[config.mk]
export PLATFORM = sky130hd
export DESIGN_NAME = ysyx_22050243_lsu
export DESIGN_NICKNAME = d
export VERILOG_FILES = /design/src/rtl/ysyx_22050243_lsu.sv
export SDC_FILE = /design/constraint.sdc
export NUM_CORES = 1
export LEC_CHECK = 0
export CAP_MARGIN = 15
export CELL_PAD_IN_SITES_DETAIL_PLACEMENT = 1
export CELL_PAD_IN_SITES_GLOBAL_PLACEMENT = 2
export CORE_MARGIN = 3
export CORE_UTILIZATION = 29
export DETAILED_ROUTE_END_ITERATION = 6
export PLACE_DENSITY = 0.78
export SLEW_MARGIN = 40
export SYNTH_ARGS = -nofsm -noshare
export SYNTH_HDL_FRONTEND = slang
export SYNTH_SLANG_ARGS = --single-unit
[constraint.sdc]
create_clock -name clk -period 8.9 [get_ports clk]
set_input_delay 1.78 -clock clk [delete_from_list [all_inputs] [get_ports clk]]
set_output_delay 1.78 -clock clk [all_outputs]
set_load 0.01 [all_outputs]
[src/rtl/ysyx_22050243_lsu.sv]
`default_nettype none
// ============================================================================
// ysyx_22050243_lsu : load/store unit between EX and WB. It aligns store lanes,
// issues a single bus transaction and extends the returned load data.
// Revision: 1.0
// ============================================================================
module ysyx_22050243_lsu #(
   parameter int WIDTH = 64
) (
   input  logic               clk,
   input  logic               rst,
   input  logic               in_valid,
   output logic               in_ready,
   input  logic               mem_w,
   input  logic               mem_r,
   input  logic [2:0]         funct3,
   input  logic [WIDTH-1:0]   addr,
   input  logic [WIDTH-1:0]   store_data,
   input  logic [WIDTH/8-1:0] store_mask,
   output logic               mem_req_valid,
   input  logic               mem_req_ready,
   output logic [WIDTH-1:0]   mem_req_addr,
   output logic               mem_req_wen,
   output logic [WIDTH-1:0]   mem_req_wdata,
   output logic [WIDTH/8-1:0] mem_req_wstrb,
   input  logic               mem_resp_valid,
   input  logic [WIDTH-1:0]   mem_resp_rdata,
   output logic               out_valid,
   input  logic               out_ready,
   output logic [WIDTH-1:0]   out_data,
   output logic               out_err
);

   localparam int MASKW = WIDTH / 8;

   localparam logic [1:0] S_IDLE = 2'd0;
   localparam logic [1:0] S_REQ  = 2'd1;
   localparam logic [1:0] S_WAIT = 2'd2;
   localparam logic [1:0] S_DONE = 2'd3;

   logic [1:0]       state_q, state_d;
   logic             memw_q, memr_q;
   logic [2:0]       funct3_q;
   logic [WIDTH-1:0] addr_q;
   logic [WIDTH-1:0] sdata_q;
   logic [MASKW-1:0] smask_q;
   logic [WIDTH-1:0] result_q;
   logic             err_q;

   logic             w_accept;
   logic             w_access;
   logic             w_misalign;
   logic             w_illegal;
   logic             w_err;
   logic             w_is_load_q;
   logic [5:0]       w_lane_bits;
   logic [WIDTH-1:0] w_rdata_shift;
   logic [WIDTH-1:0] w_load_ext;

   assign w_accept = in_valid & in_ready;
   assign w_access = mem_r | mem_w;

   // Alignment is judged against the access size encoded in funct3[1:0].
   always_comb begin
      w_misalign = 1'b0;
      case (funct3[1:0])
         2'b00:   w_misalign = 1'b0;
         2'b01:   w_misalign = addr[0];
         2'b10:   w_misalign = |addr[1:0];
         default: w_misalign = |addr[2:0];
      endcase
   end

   assign w_illegal = (funct3 == 3'b111);
   assign w_err     = w_access & (w_misalign | w_illegal);

   // A simultaneous mem_r/mem_w request behaves as a store.
   assign w_is_load_q = memr_q & ~memw_q;
   assign w_lane_bits = {addr_q[2:0], 3'b000};

   assign w_rdata_shift = mem_resp_rdata >> w_lane_bits;

   always_comb begin
      w_load_ext = w_rdata_shift;
      case (funct3_q)
         3'b000:  w_load_ext = {{(WIDTH-8){w_rdata_shift[7]}},   w_rdata_shift[7:0]};
         3'b001:  w_load_ext = {{(WIDTH-16){w_rdata_shift[15]}}, w_rdata_shift[15:0]};
         3'b010:  w_load_ext = {{(WIDTH-32){w_rdata_shift[31]}}, w_rdata_shift[31:0]};
         3'b100:  w_load_ext = {{(WIDTH-8){1'b0}},  w_rdata_shift[7:0]};
         3'b101:  w_load_ext = {{(WIDTH-16){1'b0}}, w_rdata_shift[15:0]};
         3'b110:  w_load_ext = {{(WIDTH-32){1'b0}}, w_rdata_shift[31:0]};
         default: w_load_ext = w_rdata_shift;
      endcase
   end

   // State register
   always_ff @(posedge clk or posedge rst) begin
      if (rst) begin
         state_q <= S_IDLE;
      end else begin
         state_q <= state_d;
      end
   end

   // Next-state logic
   always_comb begin
      state_d = state_q;
      case (state_q)
         S_IDLE: begin
            if (w_accept) begin
               state_d = (w_err | ~w_access) ? S_DONE : S_REQ;
            end
         end
         S_REQ: begin
            if (mem_req_ready) begin
               state_d = S_WAIT;
            end
         end
         S_WAIT: begin
            if (mem_resp_valid) begin
               state_d = S_DONE;
            end
         end
         default: begin
            if (out_ready) begin
               state_d = S_IDLE;
            end
         end
      endcase
   end

   // Output decode
   always_comb begin
      in_ready      = 1'b0;
      mem_req_valid = 1'b0;
      out_valid     = 1'b0;
      case (state_q)
         S_IDLE:  in_ready      = 1'b1;
         S_REQ:   mem_req_valid = 1'b1;
         S_WAIT:  ;
         default: out_valid     = 1'b1;
      endcase
   end

   // Operation capture and result register
   always_ff @(posedge clk or posedge rst) begin
      if (rst) begin
         memw_q   <= 1'b0;
         memr_q   <= 1'b0;
         funct3_q <= 3'b000;
         addr_q   <= '0;
         sdata_q  <= '0;
         smask_q  <= '0;
         result_q <= '0;
         err_q    <= 1'b0;
      end else if (w_accept) begin
         memw_q   <= mem_w;
         memr_q   <= mem_r;
         funct3_q <= funct3;
         addr_q   <= addr;
         sdata_q  <= store_data;
         smask_q  <= store_mask;
         result_q <= '0;
         err_q    <= w_err;
      end else if ((state_q == S_WAIT) && mem_resp_valid) begin
         result_q <= w_is_load_q ? w_load_ext : '0;
      end
   end

   assign mem_req_addr  = {addr_q[WIDTH-1:3], 3'b000};
   assign mem_req_wen   = memw_q;
   assign mem_req_wdata = memw_q ? (sdata_q << w_lane_bits) : '0;
   assign mem_req_wstrb = memw_q ? (smask_q << addr_q[2:0]) : '0;

   assign out_err  = err_q;
   assign out_data = err_q ? '0 : result_q;

endmodule
`default_nettype wire

Word-level counts from Yosys, hierarchy flattened
Cells that the tools add are included.

Equal/unequal tests: 13. Shift operators: 3. Muxes and demuxes: 17. Bitwise gates (word level): 8. Reduce and logical (&&, ||, !) cells: 10.

Operator list (number): one-hot mux 64 bit (6 select lines) (1); 2-to-1 mux 64 bit (5); << shifter 64 x 6 -> 64 bit (1); >> shifter 64 x 6 -> 64 bit (1); == test 3 bit, second input constant (4); 2-to-1 mux 2 bit (5); 2-to-1 mux 8 bit (1); << shifter 8 x 3 -> 8 bit (1); != test 2 bit, second input constant (3); one-hot mux 2 bit (3 select lines) (1); OR reduction 3 bit (2); == test 2 x 1 -> 1 bit, second input constant (2); == test 2 bit, second input constant (2); logical NOT 2 bit (2); AND reduction 4 bit (1); nonzero test 4 bit (1); bitwise AND 1 bit (3); == test 3 x 1 -> 1 bit, second input constant (1); == test 3 x 2 -> 1 bit, second input constant (1); logical NOT 3 bit (1); 2-to-1 mux 1 bit (3); bitwise OR 1 bit (3); one-hot mux 1 bit (3 select lines) (1); inverter 1 bit (2); 3 further kinds (3).

Bits in registers: 208. Bits of input ports: 211. Output and inout bits: 205. Word-level logic and storage cells: 60.

Longest topological paths before layout
Word-level depth: 8. Gate-level depth with buffers: 9. Depth with buffers taken out: 7.

Least setup slack after synthesis
Ideal clock, no wire load.

Path type: register to output. Start point: reg addr_q[0]. End point: out mem_req_wdata[51]. Arrival time: 1.666 ns. Data required time: 7.120 ns. Slack: 5.454 ns. Cell stages (with the launch flop): 7. Buffers on the path: 3. Path through: dfrtp_1 -> buf_4 -> buf_4 -> buf_2 -> mux4_2 -> mux2i_1 -> nor2b_1.

Word-level cells in the longest chain between the ends: 2.

RTL lines: start: declaration (RTL line 44) `logic [WIDTH-1:0] addr_q;`; start signal: assignment (RTL line 160) `addr_q <= addr;`; << shifter 64 x 6 -> 64 bit (RTL line 172) `assign mem_req_wdata = memw_q ? (sdata_q << w_lane_bits) : '0;`; 2-to-1 mux 64 bit (RTL line 172); end: declaration (RTL line 24) `output logic [WIDTH-1:0] mem_req_wdata,`.

No other way between the ends.

Final worst setup path
Start point: reg addr_q[0]. End point: out mem_req_wstrb[5].

Word-level cells in the longest chain between the ends: 2.

RTL lines: << shifter 8 x 3 -> 8 bit (RTL line 173) `assign mem_req_wstrb = memw_q ? (smask_q << addr_q[2:0]) : '0;`; 2-to-1 mux 8 bit (RTL line 173); end: declaration (RTL line 25) `output logic [WIDTH/8-1:0] mem_req_wstrb,`.

No other way between the ends.

==> impl_metrics.env <==
export IMPL_run_status="finished, final reports clean"
export IMPL_track_usage_pct=21.0
export IMPL_setup_violations=0
export IMPL_antenna_left=0
export IMPL_worstMarginPinSlew_ns=0.768
export IMPL_worstSkewPairLatency_ns=0.55
export IMPL_period_share_pct=60.8
export IMPL_reg2reg_to="result_q[37]"
export IMPL_endpoint_kind="output pin"
export IMPL_final_cell_mix="clkdlybuf4s50_1, dfrtp_1, mux2_2"
export IMPL_start_util_pct=29.8
export IMPL_power_internal_uw=4010
export IMPL_p_leak_uw=0.00729
export IMPL_power_density_nw_per_um2=377
export IMPL_final_common_cell="clkdlybuf4s50_1"
export IMPL_setup_worst_path_start_class="register"
export IMPL_synth_edf_count=0
export IMPL_num_rows=76
export IMPL_syn_avg_cell_area_um2=11.3
export IMPL_p_seq_share_pct=26.7
export IMPL_portBuffers=412
export IMPL_max_slew_margin_pct=48.8
export IMPL_finish_instance_area_um2=18000
export IMPL_seq_area_frac_synth_pct=40.0
export IMPL_r2r_start="addr_q[1]"
export IMPL_hpwl_um=37400
export IMPL_cts_tree="built"
export IMPL_final_nets=1674
export IMPL_swShare_pct=41.0
export IMPL_finalMaxSlewViolations=0
export IMPL_ios=416
export IMPL_power_frac_comb_pct=57.4
export IMPL_grt_pass1_wl_um=76200
export IMPL_grt_pass1_vias=11600
export IMPL_post_route_drc_count=0
export IMPL_cp_top_family="buffers and inverters"
export IMPL_switching_power_uw=2790
export IMPL_path_cells="buf_4 -> mux4_2 -> a21oi_1 -> nor2b_1 -> clkdlybuf4s50_1"
export IMPL_cts_resized_gates=0
export IMPL_routed_wl_um=51000
export IMPL_place_inst=2015
export IMPL_vias=10600
export IMPL_detail_route_vias_per_cell=5.13
export IMPL_clk_path_buf_depth=3
export IMPL_dieHeight_um=218
export IMPL_post_cts_buffers=0
export IMPL_overflow=0
export IMPL_clkTransAtPathRegs_ns=0.06
export IMPL_period_minus_slack_ns=5.41
export IMPL_antenna_found_initial=8
export IMPL_timing_fmax_ghz=0.185
export IMPL_worstPathRequired_ns=7.12
export IMPL_syn_area_um2=13000
export IMPL_first_pass_iters=5
export IMPL_async_reset_ff_share_pct=100
export IMPL_grt_max_degree=135
export IMPL_gp_congestion=0.857
export IMPL_place_area_um2=17100
export IMPL_ys_ff_latch=208
export IMPL_cp_slowest_cell="dfrtp_4"
export IMPL_power_total_uw=6800
export IMPL_drt_initial_drc_count=467
export IMPL_cts_sinks=208
export IMPL_final_cells=2064
export IMPL_setup_worst_path_class="reg -> out"
export IMPL_r2r_slack_ns=4.99
export IMPL_hold_path_cell_count=2
export IMPL_fp_dieW_um=218
export IMPL_htreeDepth=1
export IMPL_cp_arrival_ns=3.63
export IMPL_syn_to_final_growth_pct=38.6
export IMPL_whs_ns=0.469
export IMPL_slowest_delay_ns=0.78
export IMPL_worstRegToRegCells=8
export IMPL_drive_gt1_share_pct=21.6
export IMPL_timing_hold_worst_class="reg -> reg"
export IMPL_cts_buffers=27
export IMPL_root_buffer="clkbuf_16"
export IMPL_fp_dieArea_um2=47400
export IMPL_synth_main_ff_cell="dfrtp_1"
export IMPL_hold_end="result_q[49]"
export IMPL_rsz0062_at_grt="no"
export IMPL_clock_skew_ns=0.0126
export IMPL_ys_warn_count=0
export IMPL_synthCells=1153
export IMPL_critPathBufInv=2
export IMPL_cp_max_fo=45
export IMPL_synth_distinct_cells=50
export IMPL_hold_path_startpoint="result_q[49]"
export IMPL_tns_ns=0
export IMPL_ir_worst_vdd_mv=0.231
export IMPL_core_um2=43600
export IMPL_hold_viol=0
export IMPL_power_frac_clock_pct=16.0
export IMPL_fillerInstances=4700
export IMPL_max_cap_violations=0
export IMPL_hold_buffers=0
export IMPL_routedWlPerCell_um=24.7
[power by group through the flow]
stage / Clock, µW / Combinational (µW) / Sequential [µW]
floorplan: 0 / 2680 / 1580
global placement: 0 / 3890 / 1810
detailed placement: 0 / 3920 / 1830
CTS: 1120 / 3950 / 1820
global route: 1150 / 4200 / 1870
finish: 1080 / 3900 / 1810
[sequential cells by signal (all words and copies together), names as in the netlist]
signal,cells
funct3_q,3
memr_q,1
smask_q,8
state_q,2
mem_req_wen,1
result_q,64
addr_q,64
sdata_q,64
out_err,1
[tightest hold or removal path, cell delays in order (launching register included)]
cell     delay (ns)
dfrtp_1        0.34
nand2_1        0.05
o31ai_1        0.05
[routing by layer]
| metal | wire, µm | part of all wire [%] | global-route usage [%] | up-vias |
|---|---|---|---|---|
| met5 | 97 | 0.19 | 0 | - |
| met4 | 1410 | 2.8 | 5.39 | 14 |
| met3 | 3600 | 7.1 | 6.03 | 80 |
| met2 | 25200 | 49 | 36.5 | 358 |
| met1 | 20700 | 41 | 25.7 | 5402 |
| li1 | - | - | - | 4734 |
[area by class of cell]
type	count	area, µm²	share of cell area (%)
Antenna cell	1	2.50	0.0139
Clock buffer	39	801	4.44
Clock inverter	9	73.8	0.409
Inverter	8	42.5	0.236
Multi-Input combinational cell	782	6870	38.1
Sequential cell	208	5220	28.9
Tap cell	585	732	4.06
Timing Repair Buffer	432	4290	23.8
[metrics by stage]
stage,setup WS (ns),utilization (%)
floorplan,1.44,-
global placement,4.10,39.2
detailed placement,4.08,39.3
CTS,3.46,41.3
global route,3.39,41.3
finish,3.49,41.3
[worst max-delay path by stage]
stage,start,slack (ns),end,depth (start not counted)
2_1_floorplan,rst,1.44,addr_q[0],1
3_3_place_gp,addr_q[0],4.10,mem_req_wdata[62],7
3_5_place_dp,addr_q[0],4.08,mem_req_wdata[62],7
4_1_cts,addr_q[0],3.46,mem_req_wdata[62],7
5_1_grt,addr_q[0],3.39,mem_req_wstrb[5],5
6_report,addr_q[0],3.49,mem_req_wstrb[5],5
[logic make-up after synthesis]
| kind of cell | share of synthesized area (%) |
|---|---|
| multiplexers | 30.1 |
| adder cells (fa/ha/maj) | 0.385 |
| buffers and inverters | 7.41 |
| AND/OR/NAND/NOR | 10.8 |
| other | 0.0288 |
| flip-flops | 40.0 |
| AO/OA/AOI/OAI | 11.3 |
[cell usage after synthesis (2+ instances only)]
cell type | n | area share [%]
nor3b_4 | 2 | 0.29
mux4_2 | 43 | 7.4
clkbuf_1 | 43 | 1.2
a221o_1 | 16 | 1.2
buf_1 | 8 | 0.23
ha_1 | 4 | 0.38
o31ai_2 | 22 | 2.1
dfrtp_1 | 208 | 40
nor2_1 | 37 | 1.1
a21oi_1 | 45 | 1.7
nor3_1 | 2 | 0.077
a22o_1 | 12 | 0.81
o41ai_1 | 2 | 0.13
a211oi_1 | 9 | 0.52
o21ai_0 | 33 | 1.3
and3_1 | 10 | 0.48
o221ai_1 | 8 | 0.54
o21a_1 | 2 | 0.12
a22oi_1 | 15 | 0.87
mux2i_1 | 101 | 7.8
inv_1 | 7 | 0.20
buf_2 | 29 | 1.1
o21ai_1 | 8 | 0.31
buf_6 | 5 | 0.43
o22ai_1 | 7 | 0.34
o2bb2ai_1 | 7 | 0.47
buf_4 | 72 | 4.2
nor2b_1 | 104 | 5.0
mux2_2 | 168 | 15
and2_1 | 23 | 1.1
o31ai_1 | 4 | 0.23
nand2_1 | 79 | 2.3
(Power assumes the default switching activity.)
